File: src/rtl/rv_ctrl_pkg.sv
// Shared encodings for the multi-cycle RV32I control path: opcodes, control-field
// constants, FSM states and the latched control record.
package rv_ctrl_pkg;

    localparam int EXT_W = 6;
    localparam int ALU_W = 5;

    localparam logic [6:0] OPC_R      = 7'b0110011;
    localparam logic [6:0] OPC_I      = 7'b0010011;
    localparam logic [6:0] OPC_LOAD   = 7'b0000011;
    localparam logic [6:0] OPC_STORE  = 7'b0100011;
    localparam logic [6:0] OPC_BRANCH = 7'b1100011;
    localparam logic [6:0] OPC_JAL    = 7'b1101111;
    localparam logic [6:0] OPC_JALR   = 7'b1100111;
    localparam logic [6:0] OPC_LUI    = 7'b0110111;
    localparam logic [6:0] OPC_AUIPC  = 7'b0010111;

    localparam logic [EXT_W-1:0] EXT_CTRL_ITYPE       = 6'd0;
    localparam logic [EXT_W-1:0] EXT_CTRL_ITYPE_SHAMT = 6'd1;
    localparam logic [EXT_W-1:0] EXT_CTRL_STYPE       = 6'd2;
    localparam logic [EXT_W-1:0] EXT_CTRL_BTYPE       = 6'd3;
    localparam logic [EXT_W-1:0] EXT_CTRL_UTYPE       = 6'd4;
    localparam logic [EXT_W-1:0] EXT_CTRL_JTYPE       = 6'd5;

    localparam logic [ALU_W-1:0] ALUOp_add  = 5'd0;
    localparam logic [ALU_W-1:0] ALUOp_sub  = 5'd1;
    localparam logic [ALU_W-1:0] ALUOp_sll  = 5'd2;
    localparam logic [ALU_W-1:0] ALUOp_slt  = 5'd3;
    localparam logic [ALU_W-1:0] ALUOp_sltu = 5'd4;
    localparam logic [ALU_W-1:0] ALUOp_xor  = 5'd5;
    localparam logic [ALU_W-1:0] ALUOp_srl  = 5'd6;
    localparam logic [ALU_W-1:0] ALUOp_sra  = 5'd7;
    localparam logic [ALU_W-1:0] ALUOp_or   = 5'd8;
    localparam logic [ALU_W-1:0] ALUOp_and  = 5'd9;

    localparam logic [2:0] dm_word   = 3'b000;
    localparam logic [2:0] dm_half   = 3'b001;
    localparam logic [2:0] dm_half_u = 3'b010;
    localparam logic [2:0] dm_byte   = 3'b011;
    localparam logic [2:0] dm_byte_u = 3'b100;

    localparam logic [1:0] PC_SEL_PC4  = 2'b00;
    localparam logic [1:0] PC_SEL_IMM  = 2'b01;
    localparam logic [1:0] PC_SEL_REG  = 2'b10;
    localparam logic [1:0] WD_SEL_ALU  = 2'b00;
    localparam logic [1:0] WD_SEL_MEM  = 2'b01;
    localparam logic [1:0] WD_SEL_PC4  = 2'b10;
    localparam logic [1:0] ASRC_A_RS1  = 2'b00;
    localparam logic [1:0] ASRC_A_PC   = 2'b01;
    localparam logic [1:0] ASRC_A_ZERO = 2'b10;
    localparam logic       ASRC_B_RS2  = 1'b0;
    localparam logic       ASRC_B_IMM  = 1'b1;

    localparam logic [1:0] TRAP_NONE    = 2'b00;
    localparam logic [1:0] TRAP_ILLEGAL = 2'b01;
    localparam logic [1:0] TRAP_IMEM_TO = 2'b10;
    localparam logic [1:0] TRAP_DMEM_TO = 2'b11;

    typedef enum logic [2:0] {S_FETCH, S_DECODE, S_EXEC, S_MEM, S_WB, S_TRAP} state_e;

    typedef enum logic [3:0] {
        OC_R, OC_I, OC_LOAD, OC_STORE, OC_BRANCH, OC_JAL, OC_JALR, OC_LUI, OC_AUIPC
    } opclass_e;

    typedef struct packed {
        opclass_e         cls;
        logic [EXT_W-1:0] ext;
        logic [ALU_W-1:0] alu;
        logic [2:0]       dm;
        logic [1:0]       src_a;
        logic             src_b;
        logic [1:0]       wd;
        logic [1:0]       pcs;
    } ctrl_t;

    localparam ctrl_t CTRL_RESET = '{
        cls: OC_R, ext: EXT_CTRL_ITYPE, alu: ALUOp_add, dm: dm_word,
        src_a: ASRC_A_RS1, src_b: ASRC_B_RS2, wd: WD_SEL_ALU, pcs: PC_SEL_PC4
    };

    // alt selects the funct7[5] variant (sub/sra) where the encoding allows it.
    function automatic logic [ALU_W-1:0] alu_fn(input logic [2:0] f3, input logic alt);
        logic [ALU_W-1:0] op;
        case (f3)
            3'b000:  op = alt ? ALUOp_sub : ALUOp_add;
            3'b001:  op = ALUOp_sll;
            3'b010:  op = ALUOp_slt;
            3'b011:  op = ALUOp_sltu;
            3'b100:  op = ALUOp_xor;
            3'b101:  op = alt ? ALUOp_sra : ALUOp_srl;
            3'b110:  op = ALUOp_or;
            default: op = ALUOp_and;
        endcase
        return op;
    endfunction

endpackage

File: src/rtl/rv_decode.sv
// Combinational RV32I decoder: instruction word to control record plus an
// illegal-encoding flag. Registered by mc_ctrl in its DECODE state.
module rv_decode
    import rv_ctrl_pkg::*;
(
    input  logic [31:0] instr_i,
    output ctrl_t       ctrl_o,
    output logic        illegal_o
);

    logic [6:0] opcode;
    logic [2:0] f3;
    logic [6:0] f7;
    logic       f7_base;
    logic       f7_alt;
    logic       unused_fields;

    assign opcode        = instr_i[6:0];
    assign f3            = instr_i[14:12];
    assign f7            = instr_i[31:25];
    assign f7_base       = (f7 == 7'b0000000);
    assign f7_alt        = (f7 == 7'b0100000);
    assign unused_fields = ^{instr_i[24:15], instr_i[11:7]};

    always_comb begin
        ctrl_o    = CTRL_RESET;
        illegal_o = 1'b0;
        case (opcode)
            OPC_R: begin
                ctrl_o.cls = OC_R;
                ctrl_o.alu = alu_fn(f3, instr_i[30]);
                illegal_o  = !(f7_base || (f7_alt && (f3 == 3'b000 || f3 == 3'b101)));
            end
            OPC_I: begin
                ctrl_o.cls   = OC_I;
                ctrl_o.src_b = ASRC_B_IMM;
                // Only shifts carry a funct7; elsewhere those bits are immediate.
                if (f3 == 3'b001 || f3 == 3'b101) begin
                    ctrl_o.ext = EXT_CTRL_ITYPE_SHAMT;
                    ctrl_o.alu = alu_fn(f3, f3[2] & instr_i[30]);
                    illegal_o  = !(f7_base || (f7_alt && f3 == 3'b101));
                end else begin
                    ctrl_o.alu = alu_fn(f3, 1'b0);
                end
            end
            OPC_LOAD: begin
                ctrl_o.cls   = OC_LOAD;
                ctrl_o.src_b = ASRC_B_IMM;
                ctrl_o.wd    = WD_SEL_MEM;
                case (f3)
                    3'b000:  ctrl_o.dm = dm_byte;
                    3'b001:  ctrl_o.dm = dm_half;
                    3'b010:  ctrl_o.dm = dm_word;
                    3'b100:  ctrl_o.dm = dm_byte_u;
                    3'b101:  ctrl_o.dm = dm_half_u;
                    default: illegal_o = 1'b1;
                endcase
            end
            OPC_STORE: begin
                ctrl_o.cls   = OC_STORE;
                ctrl_o.ext   = EXT_CTRL_STYPE;
                ctrl_o.src_b = ASRC_B_IMM;
                case (f3)
                    3'b000:  ctrl_o.dm = dm_byte;
                    3'b001:  ctrl_o.dm = dm_half;
                    3'b010:  ctrl_o.dm = dm_word;
                    default: illegal_o = 1'b1;
                endcase
            end
            OPC_BRANCH: begin
                ctrl_o.cls = OC_BRANCH;
                ctrl_o.ext = EXT_CTRL_BTYPE;
                ctrl_o.alu = ALUOp_sub;
                illegal_o  = (f3 == 3'b010 || f3 == 3'b011);
            end
            OPC_JAL: begin
                ctrl_o.cls   = OC_JAL;
                ctrl_o.ext   = EXT_CTRL_JTYPE;
                ctrl_o.src_a = ASRC_A_PC;
                ctrl_o.src_b = ASRC_B_IMM;
                ctrl_o.wd    = WD_SEL_PC4;
                ctrl_o.pcs   = PC_SEL_IMM;
            end
            OPC_JALR: begin
                ctrl_o.cls   = OC_JALR;
                ctrl_o.src_b = ASRC_B_IMM;
                ctrl_o.wd    = WD_SEL_PC4;
                ctrl_o.pcs   = PC_SEL_REG;
            end
            OPC_LUI: begin
                ctrl_o.cls   = OC_LUI;
                ctrl_o.ext   = EXT_CTRL_UTYPE;
                ctrl_o.src_a = ASRC_A_ZERO;
                ctrl_o.src_b = ASRC_B_IMM;
            end
            OPC_AUIPC: begin
                ctrl_o.cls   = OC_AUIPC;
                ctrl_o.ext   = EXT_CTRL_UTYPE;
                ctrl_o.src_a = ASRC_A_PC;
                ctrl_o.src_b = ASRC_B_IMM;
            end
            default: illegal_o = 1'b1;
        endcase
    end

endmodule

File: src/rtl/mc_ctrl.sv
// Multi-cycle RV32I control FSM: sequences fetch, decode, execute, memory and
// write-back, holding decoded fields stable and trapping on faults until reset.
module mc_ctrl
    import rv_ctrl_pkg::*;
#(
    parameter int EXTOP_W     = 6,
    parameter int ALUOP_W     = 5,
    parameter int MEM_TIMEOUT = 15,
    parameter int TO_W        = 8
) (
    input  logic               clk,
    input  logic               rst,
    input  logic [31:0]        instr,
    input  logic               br_taken,
    input  logic               imem_ready,
    input  logic               dmem_ready,
    output logic               imem_req,
    output logic               ir_write,
    output logic               pc_write,
    output logic [1:0]         pc_sel,
    output logic               reg_write,
    output logic               dmem_req,
    output logic               dmem_we,
    output logic [2:0]         dm_type,
    output logic [EXTOP_W-1:0] ext_op,
    output logic [ALUOP_W-1:0] alu_op,
    output logic [1:0]         alu_src_a,
    output logic               alu_src_b,
    output logic [1:0]         wd_sel,
    output logic               trap,
    output logic [1:0]         trap_cause
);

    state_e          state_q, state_d;
    logic [TO_W-1:0] cnt_q, cnt_d, cnt_inc;
    ctrl_t           ctrl_q, ctrl_d, dec_ctrl;
    logic [1:0]      cause_q, cause_d;
    logic            dec_illegal;
    logic            timeout;
    logic            imem_req_c, ir_write_c, pc_write_c, reg_write_c, dmem_req_c, dmem_we_c;
    logic [1:0]      pc_sel_c;

    rv_decode u_decode (
        .instr_i   (instr),
        .ctrl_o    (dec_ctrl),
        .illegal_o (dec_illegal)
    );

    assign cnt_inc = cnt_q + TO_W'(1);
    assign timeout = (cnt_inc == TO_W'(MEM_TIMEOUT));

    always_ff @(posedge clk) begin
        if (rst) begin
            state_q <= S_FETCH;
            cnt_q   <= '0;
            ctrl_q  <= CTRL_RESET;
            cause_q <= TRAP_NONE;
        end else begin
            state_q <= state_d;
            cnt_q   <= cnt_d;
            ctrl_q  <= ctrl_d;
            cause_q <= cause_d;
        end
    end

    always_comb begin
        state_d     = state_q;
        cnt_d       = cnt_q;
        ctrl_d      = ctrl_q;
        cause_d     = cause_q;
        imem_req_c  = 1'b0;
        ir_write_c  = 1'b0;
        pc_write_c  = 1'b0;
        pc_sel_c    = PC_SEL_PC4;
        reg_write_c = 1'b0;
        dmem_req_c  = 1'b0;
        dmem_we_c   = 1'b0;
        case (state_q)
            S_FETCH: begin
                imem_req_c = 1'b1;
                if (imem_ready) begin
                    ir_write_c = 1'b1;
                    cnt_d      = '0;
                    state_d    = S_DECODE;
                end else begin
                    cnt_d = cnt_inc;
                    if (timeout) begin
                        cause_d = TRAP_IMEM_TO;
                        state_d = S_TRAP;
                    end
                end
            end
            S_DECODE: begin
                // Illegal encodings leave the previous latched fields untouched.
                if (dec_illegal) begin
                    cause_d = TRAP_ILLEGAL;
                    state_d = S_TRAP;
                end else begin
                    ctrl_d  = dec_ctrl;
                    state_d = S_EXEC;
                end
            end
            S_EXEC: begin
                cnt_d = '0;
                case (ctrl_q.cls)
                    OC_BRANCH: begin
                        pc_write_c = 1'b1;
                        pc_sel_c   = br_taken ? PC_SEL_IMM : PC_SEL_PC4;
                        state_d    = S_FETCH;
                    end
                    OC_LOAD, OC_STORE: state_d = S_MEM;
                    default:           state_d = S_WB;
                endcase
            end
            S_MEM: begin
                dmem_req_c = 1'b1;
                dmem_we_c  = (ctrl_q.cls == OC_STORE);
                if (dmem_ready) begin
                    cnt_d = '0;
                    if (ctrl_q.cls == OC_STORE) begin
                        pc_write_c = 1'b1;
                        state_d    = S_FETCH;
                    end else begin
                        state_d = S_WB;
                    end
                end else begin
                    cnt_d = cnt_inc;
                    if (timeout) begin
                        cause_d = TRAP_DMEM_TO;
                        state_d = S_TRAP;
                    end
                end
            end
            S_WB: begin
                reg_write_c = 1'b1;
                pc_write_c  = 1'b1;
                pc_sel_c    = ctrl_q.pcs;
                state_d     = S_FETCH;
            end
            S_TRAP:  state_d = S_TRAP;
            default: state_d = S_FETCH;
        endcase
    end

    // Reset masks every strobe in its own cycle so an aborted access never commits.
    assign imem_req   = imem_req_c  & ~rst;
    assign ir_write   = ir_write_c  & ~rst;
    assign pc_write   = pc_write_c  & ~rst;
    assign reg_write  = reg_write_c & ~rst;
    assign dmem_req   = dmem_req_c  & ~rst;
    assign dmem_we    = dmem_we_c   & ~rst;
    assign pc_sel     = rst ? PC_SEL_PC4 : pc_sel_c;

    assign dm_type    = ctrl_q.dm;
    assign ext_op     = EXTOP_W'(ctrl_q.ext);
    assign alu_op     = ALUOP_W'(ctrl_q.alu);
    assign alu_src_a  = ctrl_q.src_a;
    assign alu_src_b  = ctrl_q.src_b;
    assign wd_sel     = ctrl_q.wd;
    assign trap       = (state_q == S_TRAP);
    assign trap_cause = cause_q;

endmodule
File: config.mk
export PLATFORM = sky130hd
export DESIGN_NAME = mc_ctrl
export DESIGN_NICKNAME = d
export VERILOG_FILES = /design/src/rtl/rv_ctrl_pkg.sv /design/src/rtl/rv_decode.sv /design/src/rtl/mc_ctrl.sv
export SDC_FILE = /design/constraint.sdc
export NUM_CORES = 1
export LEC_CHECK = 0
export BUFFER_PORTS_ARGS = -buffer_cell sky130_fd_sc_hd__clkbuf_2
export CORE_AREA = 2 2 63 109
export CTS_CLUSTER_SIZE = 8
export DETAILED_ROUTE_END_ITERATION = 10
export DIE_AREA = 0 0 65 111
export GPL_TIMING_DRIVEN = 0
export PLACE_DENSITY_LB_ADDON = 0.25
export SYNTH_ARGS = -nofsm -noshare
export SYNTH_HDL_FRONTEND = slang
export SYNTH_HIERARCHICAL = 1
export SYNTH_SLANG_ARGS = --single-unit
File: constraint.sdc
create_clock -name clk -period 5.9 [get_ports clk]
set_clock_uncertainty 0.15 [all_clocks]
set_input_delay 1.18 -clock clk [delete_from_list [all_inputs] [get_ports clk]]
set_output_delay 1.18 -clock clk [all_outputs]
set_load 0.02 [all_outputs]
======== Word level (Yosys, flattened, before mapping) ========
Index checks and enable logic that the tools add are counted.
W data, S select, Z words.
word-level totals
  register bits after elaboration ......... 38
  bits of input ports ..................... 37
  output and inout port bits .............. 30
  logic and storage cells ................. 128
cells by class
  add/sub/neg operators ................... 1
  equal/unequal tests ..................... 30
  multiplexer cells ....................... 53
  bitwise gates (word level) .............. 9
  reductions and logical operators ........ 24
operators with widths
  cell                   count
  $pmux W5 S7            2
  $pmux W4 S8            1
  $pmux W6 S5            1
  $eq A7 B6 Y1 const B   4
  $pmux W4 S7            1
  $pmux W8 S3            1
  $eq A7 B7 Y1 const B   3
  $mux W1                20
  $pmux W2 S2            5
  $mux W8                2
  $eq A3 B3 Y1 const B   5
  $mux W3                5
  $pmux W3 S5            1
  $pmux W5 S3            1
  $eq A7 B5 Y1 const B   2
  $eq A3 B2 Y1 const B   4
  $mux W2                6
  $pmux W3 S2            2
  $pmux W3 S4            1
  $ne A2 B2 Y1 const B   5
  $add A8 B1 Y8 const B  1
  $eq A4 B2 Y1 const B   2
  $eq A8 B4 Y1 const B   1
  $reduce_or A2 Y1       4
  other kinds (21)       37

======== Depth between registers and ports, before layout ========
Gate-level depths: netlist (run 1).
  word-level depth ........................ 8
  mapped depth ............................ 11
  gate-level depth less buffers ........... 9

======== Hierarchy ========
The synthesis (run 1) kept the hierarchy.
by module, submodules not included
  module     instances  cells an instance  area an instance (sq um)  sequential area each (sq um)
  mc_ctrl    1          259                1,949.4                   760.7
  rv_decode  1          92                 516.7                     0.0

======== Least setup slack after synthesis (run 1) ========
No wires, ideal clock.
  path kind ............................... input to output
  start ................................... in rst
  end ..................................... out ir_write
  arrival ................................. 2.196 ns
  required time ........................... 4.570 ns
  path slack .............................. 2.374 ns
  stages .................................. 2
  cells stage by stage .................... nor4_1 > and2_1
between the ends
  word-level cells in the longest chain between the ends .. 2
ends and longest elaborated chain
  element          RTL line        text
  start, declared  mc_ctrl.sv:12   input logic rst,
  $not A1 Y1       mc_ctrl.sv:147  assign ir_write = ir_write_c & ~rst;
  $and A1 B1 Y1    mc_ctrl.sv:147
  end, declared    mc_ctrl.sv:18   output logic ir_write,
Every way passes these cells.

======== Worst setup path in the final report (run 1) ========
  start ................................... in rst
  end ..................................... out pc_write
between the ends
  word-level cells in the longest chain between the ends .. 2
ends and longest elaborated chain
  element        RTL line        text
  $not A1 Y1     mc_ctrl.sv:148  assign pc_write = pc_write_c & ~rst;
  $and A1 B1 Y1  mc_ctrl.sv:148
  end, declared  mc_ctrl.sv:19   output logic pc_write,
Every way passes these cells.

==> out/results.ini, run 1 <==
[worst_hold_path]
worst_hold_path.endpoint = ext_op[1]
worst_hold_startpoint = ext_op[1]
hold_class = flop to flop
hold-path-cell-count = 2

[critical_path]
worst_setup_path_end_kind = primary output
crit_path_class = input port to primary output
cp.buffers_inverters = 4
max_stage_delay_ns = 0.48
cp_max_fanout = 10
worst_r2r_path_depth = 6
chain_of_cells_forming_the_critical_path = clkbuf_2, clkbuf_1, clkbuf_1, nor2_1, clkbuf_2
ff2ff_setup_slack_ns = 3.83
cp.arrival_ns = 2.50
cpMaxStageDelayCell = sky130_fd_sc_hd__clkbuf_1
worst_r2r_startpoint = cnt_q[0]
path_delay_family = buffers and inverters
worstSetupStartpointType = input port
worst_r2r_endpoint = trap_cause[0]
worst_ep_required_time_ns = 4.57

[clocking]
cts-root-to-sink-buffers = 2
path_clk_slew_ns = 0.06
clock-root-buffer = sky130_fd_sc_hd__clkbuf_16
clock_insertion_delay_worst_skew_ns = 0.28
cts.hold.buffers_added = 0
count_of_buffers_added_by_post_cts_timing_repair_for_setup = 0
post_cts_resized = 0
cts_made_buffers = 5
htreeDepth = 2
cts_sinks = 38
cts_tree = done

[grt]
grt_max_degree = 13
grt_pass1_wl_um = 10500
grt_pass1_vias = 2438
globalRoute.totalOverflow = 0
grt_antenna_before_repair = 0
groute.usage.overall = 0.183

[synth]
synth_ff_type = sky130_fd_sc_hd__dfxtp_1
synth-warning-count = 6
ys_seq_area_frac = 0.308
synthArstFlopShare = 0
ys_top_cells_by_area = sky130_fd_sc_hd__dfxtp_1 31%, sky130_fd_sc_hd__nand2_1 10%, sky130_fd_sc_hd__a21oi_1 9.5%
synth.lib_cells_used.distinct = 52
synth_edf_count = 0
synth_seq_cells = 38
post_synthesis_cell_type_with_the_largest_combined_area = sky130_fd_sc_hd__dfxtp_1
synth_cells = 351
yosys.area.top_type_share = 0.308
synthesis.area_per_instance_um2 = 7.03
post_synth_instance_area_um2 = 2470

[final_layout]
post-route-util = 0.466
n_antenna_cell = 0
layout.cells.most_common = sky130_fd_sc_hd__nand2_1
drive_above_1_share = 0.231
layout.cells.most_common_list = 66 x sky130_fd_sc_hd__nand2_1, 49 x sky130_fd_sc_hd__clkbuf_2, 47 x sky130_fd_sc_hd__a21oi_1, 39 x sky130_fd_sc_hd__nor2_1, 38 x sky130_fd_sc_hd__dfxtp_1
areaGrowthSynthToFinish_pct = 20.7
finish.net_count = 449

[placement]
dp_hpwl_um = 4930
placement.io_buffers = 49
pre_cts_slack_ns = 1.94
finalWeightedCongestion = 0.893

[timing]
finalHoldViolations = 0
slew-limit-headroom = 0.576
postLayoutSetupSlackWorst_ns = 2.07
layout_min_cycle_time_ns = 3.83
fin_tns_setup_ns = 0
min_period_over_period = 0.649
max_freq_ghz = 0.261
timing_worst_slew_pin_value_ns = 0.628
rsz0062_at_grt = false
timing.hold.ws_ns = 0.306
finalSetupViolCount = 0
maxSlewViolCount = 0

[pwr]
p_leak_nw = 1.19
max-vdd-ir-drop_v = 0.000143
power.share.switching = 0.269
power_share_of_the_sequential_group = 0.415
switching_power_total_uw = 171
power_per_cell_area_nw_per_um2 = 214
clockPowerShare = 0.426
combinationalPowerShare = 0.159
internal_power_uw = 464

[route]
drtIter0Drc = 200
detail-route-antenna-nets = 0
detail_route.first_pass.iterations = 4
avgRoutedWirePerCell_um = 13.0
post_drt_via_cell_ratio = 5.27
detail_route.wirelength_um = 6430
via_count = 2598
post-route-drc-count = 0

[floorplanning]
std_cell_rows = 39
fp.dieArea_um2 = 7220
overall_die_width_um = 65
floorplan.die.height_um = 111
initial_utilization = 0.386
top_level_ports = 67
floorplan.core_area_um2 = 6390

[outcome]
result_of_the_run = finished clean

[run]
max_cap_viols = 0

==> cell type report <==
cell class,instances,area (um2)
multi-input cells,265,1430
clock inverters,2,12.5
fillers,681,3420
flip-flops and latches,38,761
repair buffers,49,245
well taps,82,103
clock buffers,6,139
plain buffers,43,256
inverters,8,30.0
==> synth_stat cells (2+ instances only) <==
library cell	count
sky130_fd_sc_hd__nor4_1	6
sky130_fd_sc_hd__clkbuf_1	16
sky130_fd_sc_hd__or3_1	2
sky130_fd_sc_hd__a21oi_1	47
sky130_fd_sc_hd__dfxtp_1	38
sky130_fd_sc_hd__buf_4	22
sky130_fd_sc_hd__and2_1	3
sky130_fd_sc_hd__nand2b_1	5
sky130_fd_sc_hd__nand2_1	66
sky130_fd_sc_hd__nor3_1	9
sky130_fd_sc_hd__ha_1	2
sky130_fd_sc_hd__a21o_1	2
sky130_fd_sc_hd__a22oi_1	2
sky130_fd_sc_hd__a32oi_1	3
sky130_fd_sc_hd__nor2b_1	6
sky130_fd_sc_hd__or4_1	2
sky130_fd_sc_hd__xor2_1	5
sky130_fd_sc_hd__nor3b_1	2
sky130_fd_sc_hd__a311oi_1	5
sky130_fd_sc_hd__nor2_1	39
sky130_fd_sc_hd__nor3_2	2
sky130_fd_sc_hd__nand3b_1	3
sky130_fd_sc_hd__a31oi_1	4
sky130_fd_sc_hd__inv_1	8
sky130_fd_sc_hd__o21ai_0	14
sky130_fd_sc_hd__buf_2	4
sky130_fd_sc_hd__nor4b_1	2
sky130_fd_sc_hd__nand3_1	7
sky130_fd_sc_hd__a211oi_1	2
==> tightest hold or removal path, delay by kind of cell, from the launching register on <==
kind,cells,cell delay [ns]
DFF,1,0.31
and+or+nand+nor,1,0.05
AOI/OAI and AO/OA,1,0.05
==> logic make-up after synthesis <==
logic type	count (synthesis)	share of synthesized area
mux	1	0.00457
simple gates	163	0.321
xor+xnor	6	0.0244
flops	38	0.308
fa+ha+maj	2	0.0101
buf+inv	51	0.116
compound gates	89	0.214
other cells	1	0.00152
==> worst max-delay path by stage <==
stage,from,to,depth (start not counted)
3_5_place_dp,instr[0],alu_op[0],11
6_report,rst,pc_write,5
4_1_cts,rst,pc_write,5
2_1_floorplan,rst,ir_write,2
3_3_place_gp,instr[1],alu_op[0],11
5_1_grt,instr[0],wd_sel[1],11
==> power groups by stage <==
stage | sequential [mW] | combinational (mW) | clock, mW
2_1_floorplan | 0.271 | 0.0671 | 0
3_3_place_gp | 0.269 | 0.0984 | 0
3_5_place_dp | 0.270 | 0.0994 | 0
4_1_cts | 0.264 | 0.0998 | 0.278
5_1_grt | 0.265 | 0.111 | 0.289
6_report | 0.264 | 0.101 | 0.271
==> stage by stage <==
stage          cells  instance area (um2)  total power [mW]
3_5_place_dp     485                 2830             0.369
3_3_place_gp     485                 2830             0.368
5_1_grt          493                 2980             0.665
4_1_cts          493                 2980             0.641
2_1_floorplan    354                 2480             0.338
6_report         493                 2980             0.636
==> registers in the layout, indices dropped and copies added (netlist names) <==
| name | flops |
|---|---|
| alu_src_a | 2 |
| ext_op | 6 |
| wd_sel | 2 |
| dm_type | 3 |
| ctrl_q | 6 |
| alu_op | 5 |
| trap_cause | 2 |
| state_q | 3 |
| cnt_q | 8 |
| alu_src_b | 1 |
==> per-layer routing <==
metal  global-route usage  wire length (um)  up-vias  part of all wire
met4               0.0993               206        0             0.032
met3               0.0213               303       13             0.047
li1                     -                 -     1315                 -
met5                    0                 0        -                 0
met1                0.192              2470     1191              0.38
met2                0.340              3450       79              0.54
(Power assumes the default switching activity.)
==> run 2: changes to the inputs <==
==> constraint.sdc (replaced) <==
create_clock -name clk -period 3.4 [get_ports clk]
set_clock_uncertainty 0.15 [all_clocks]
set_input_delay 0.68 -clock clk [delete_from_list [all_inputs] [get_ports clk]]
set_output_delay 0.68 -clock clk [all_outputs]
set_load 0.02 [all_outputs]
==> out/results.ini, run 2 (synthesis results as in run 1) <==
[outcome]
result_of_the_run = finished clean

[final_layout]
drive_above_1_share = 0.236  ; +0.00487
layout.cells.most_common_list = 66 x sky130_fd_sc_hd__nand2_1, 51 x sky130_fd_sc_hd__clkbuf_2, 47 x sky130_fd_sc_hd__a21oi_1, 39 x sky130_fd_sc_hd__nor2_1, 38 x sky130_fd_sc_hd__dfxtp_1
final_design_area_no_fill_um2 = 2980  ; about the same
largest_register_ffs = 8  ; unchanged
layout.cells.most_common = sky130_fd_sc_hd__nand2_1
largest_register = cnt_q
fillerInstances = 682  ; +0.15%
n_antenna_cell = 0  ; unchanged
final_cell_count_no_fill = 493  ; unchanged
finish.net_count = 449  ; unchanged
areaGrowthSynthToFinish_pct = 20.8  ; about the same

[critical_path]
worst_ep_required_time_ns = 3.46  ; -1.11 ns
cpMaxStageDelayCell = sky130_fd_sc_hd__or4_1
chain_of_cells_forming_the_critical_path = clkbuf_2, clkbuf_1, a21oi_1, a32oi_1, or4_1, nand2b_1, nor3_2, clkbuf_1, nand2_1, a21oi_1
cp.arrival_ns = 3.12  ; +0.62 ns
worst_r2r_startpoint = cnt_q[0]
cp_max_fanout = 10  ; unchanged
worst_setup_path_end_kind = flop
worst_r2r_endpoint = trap_cause[0]
ff2ff_setup_slack_ns = 1.33  ; -2.50 ns
max_stage_delay_ns = 0.51  ; +0.03 ns
crit_path_class = input port to flop
worst_r2r_path_depth = 6  ; unchanged
worstSetupStartpointType = input port

[grt]
groute.usage.overall = 0.183  ; unchanged
grt_pass1_wl_um = 10500  ; unchanged
grt_use_met2 = 0.340  ; unchanged
globalRoute.totalOverflow = 0  ; unchanged
globalRoute.busiestLayer = met2
grt_util_met3 = 0.0213  ; unchanged
grt_max_degree = 13  ; unchanged
groute.layer.met1.usage = 0.192  ; unchanged
grt_antenna_before_repair = 0  ; unchanged
grt_pass1_vias = 2438  ; unchanged

[timing]
slew-limit-headroom = 0.576  ; about the same
finalHoldViolations = 0  ; unchanged
timing.hold.ws_ns = 0.306  ; +0.0000640 ns
maxSlewViolCount = 0  ; unchanged
layout_min_cycle_time_ns = 3.07
min_period_over_period = 0.902
max_freq_ghz = 0.326
rsz0062_at_grt = false
fin_tns_setup_ns = 0  ; unchanged
timing_worst_slew_pin_value_ns = 0.627  ; -0.000703 ns
finalSetupViolCount = 0  ; unchanged

[floorplanning]
top_level_ports = 67  ; unchanged
initial_utilization = 0.386  ; unchanged
std_cell_rows = 39  ; unchanged
overall_die_width_um = 65  ; unchanged
fp.dieArea_um2 = 7220  ; unchanged
floorplan.die.height_um = 111  ; unchanged
floorplan.core_area_um2 = 6390  ; unchanged

[worst_hold_path]
worst_hold_path.endpoint = ext_op[1]
worst_hold_startpoint = ext_op[1]
hold_class = flop to flop
hold-path-cell-count = 2  ; unchanged

[route]
via_count = 2613  ; +0.58%
avgRoutedWirePerCell_um = 13.0  ; about the same
detail-route-antenna-nets = 0  ; unchanged
detail_route.wirelength_um = 6430  ; about the same
post-route-drc-count = 0  ; unchanged
detail_route.first_pass.iterations = 4  ; unchanged
post_drt_via_cell_ratio = 5.30  ; +0.58%
drtIter0Drc = 201  ; +0.50%

[placement]
finalWeightedCongestion = 0.893  ; unchanged
dp_hpwl_um = 4930  ; unchanged
placement.io_buffers = 49  ; unchanged
placed_cells_incl_taps = 485  ; unchanged
placement.cell_area_um2 = 2830  ; unchanged

[clocking]
clock-root-buffer = sky130_fd_sc_hd__clkbuf_16
clock_insertion_delay_worst_skew_ns = 0.28  ; about the same
cts_tree = done
count_of_buffers_added_by_post_cts_timing_repair_for_setup = 0  ; unchanged
cts_sinks = 38  ; unchanged
path_clk_slew_ns = 0.06  ; about the same
cts.hold.buffers_added = 0  ; unchanged
cts_made_buffers = 5  ; unchanged
htreeDepth = 2  ; unchanged
cts-root-to-sink-buffers = 2  ; unchanged

[run]
max_cap_viols = 0  ; unchanged

[pwr]
power_per_cell_area_nw_per_um2 = 370  ; +73%
max-vdd-ir-drop_v = 0.000250  ; +74%
p_leak_nw = 1.19  ; +0.42%

run 2: cell counts in the layout (fill, tap and decap cells not counted):
Identical to the previous run, type by type.
run 2: critical path, delay by kind of cell:
kind | cells | cell delay [ns]
AOI/OAI and AO/OA | 3 | 0.48
buffers and inverters | 3 | 0.74
and+or+nand+nor | 4 | 1.22
run 2: area by class of cell:
type	count	area, um2	area share
sequential	38	761	0.255
clock inverter	2	12.5	0.00420
timing repair buffer	49	245	0.0823
multi-input combinational	265	1430	0.480
clock buffer	6	139	0.0466
tap	82	103	0.0344
inverter	8	30.0	0.0101
buffer	43	259	0.0869
run 2: routing by layer:
layer  part of all wire  routed length [um]
met5                  0                   0
met4              0.032                 206
met3              0.052                 336
met2               0.54                3450
met1               0.38                2440
run 2: where the power goes:
part	internal, mW	switching (mW)	total (mW)	leakage, nW
sequential	0.453	0.00503	0.458	0.307
combinational	0.0630	0.112	0.175	0.810
clock	0.290	0.180	0.471	0.0729
total	0.806	0.298	1.10	1.19
run 2: through the flow:
step / power (mW) / worst slack (ns) / util
after detailed placement: 0.640 / -0.0592 / 0.442
after floorplan: 0.586 / 0.420 / -
after global placement: 0.638 / -0.0680 / 0.442
after global routing: 1.15 / 0.0414 / 0.466
after CTS: 1.11 / 0.225 / 0.466
final: 1.10 / 0.334 / 0.466
run 2: timing repair:
| action | in CTS | in global routing |
|---|---|---|
| hold endpoints to repair | 0 | 0 |
| gates resized for setup | 0 | 4 |
| endpoints found under the setup margin | 0 | 20 |
run 2: worst max path at each step:
stage | to | cells after the start | from
2_1_floorplan | alu_op[0] | 11 | instr[12]
3_3_place_gp | alu_op[0] | 11 | instr[1]
3_5_place_dp | alu_op[0] | 11 | instr[0]
4_1_cts | alu_op[0] | 11 | instr[0]
5_1_grt | ctrl_q[1] | 9 | instr[5]
6_report | alu_src_a[1] | 10 | instr[3]
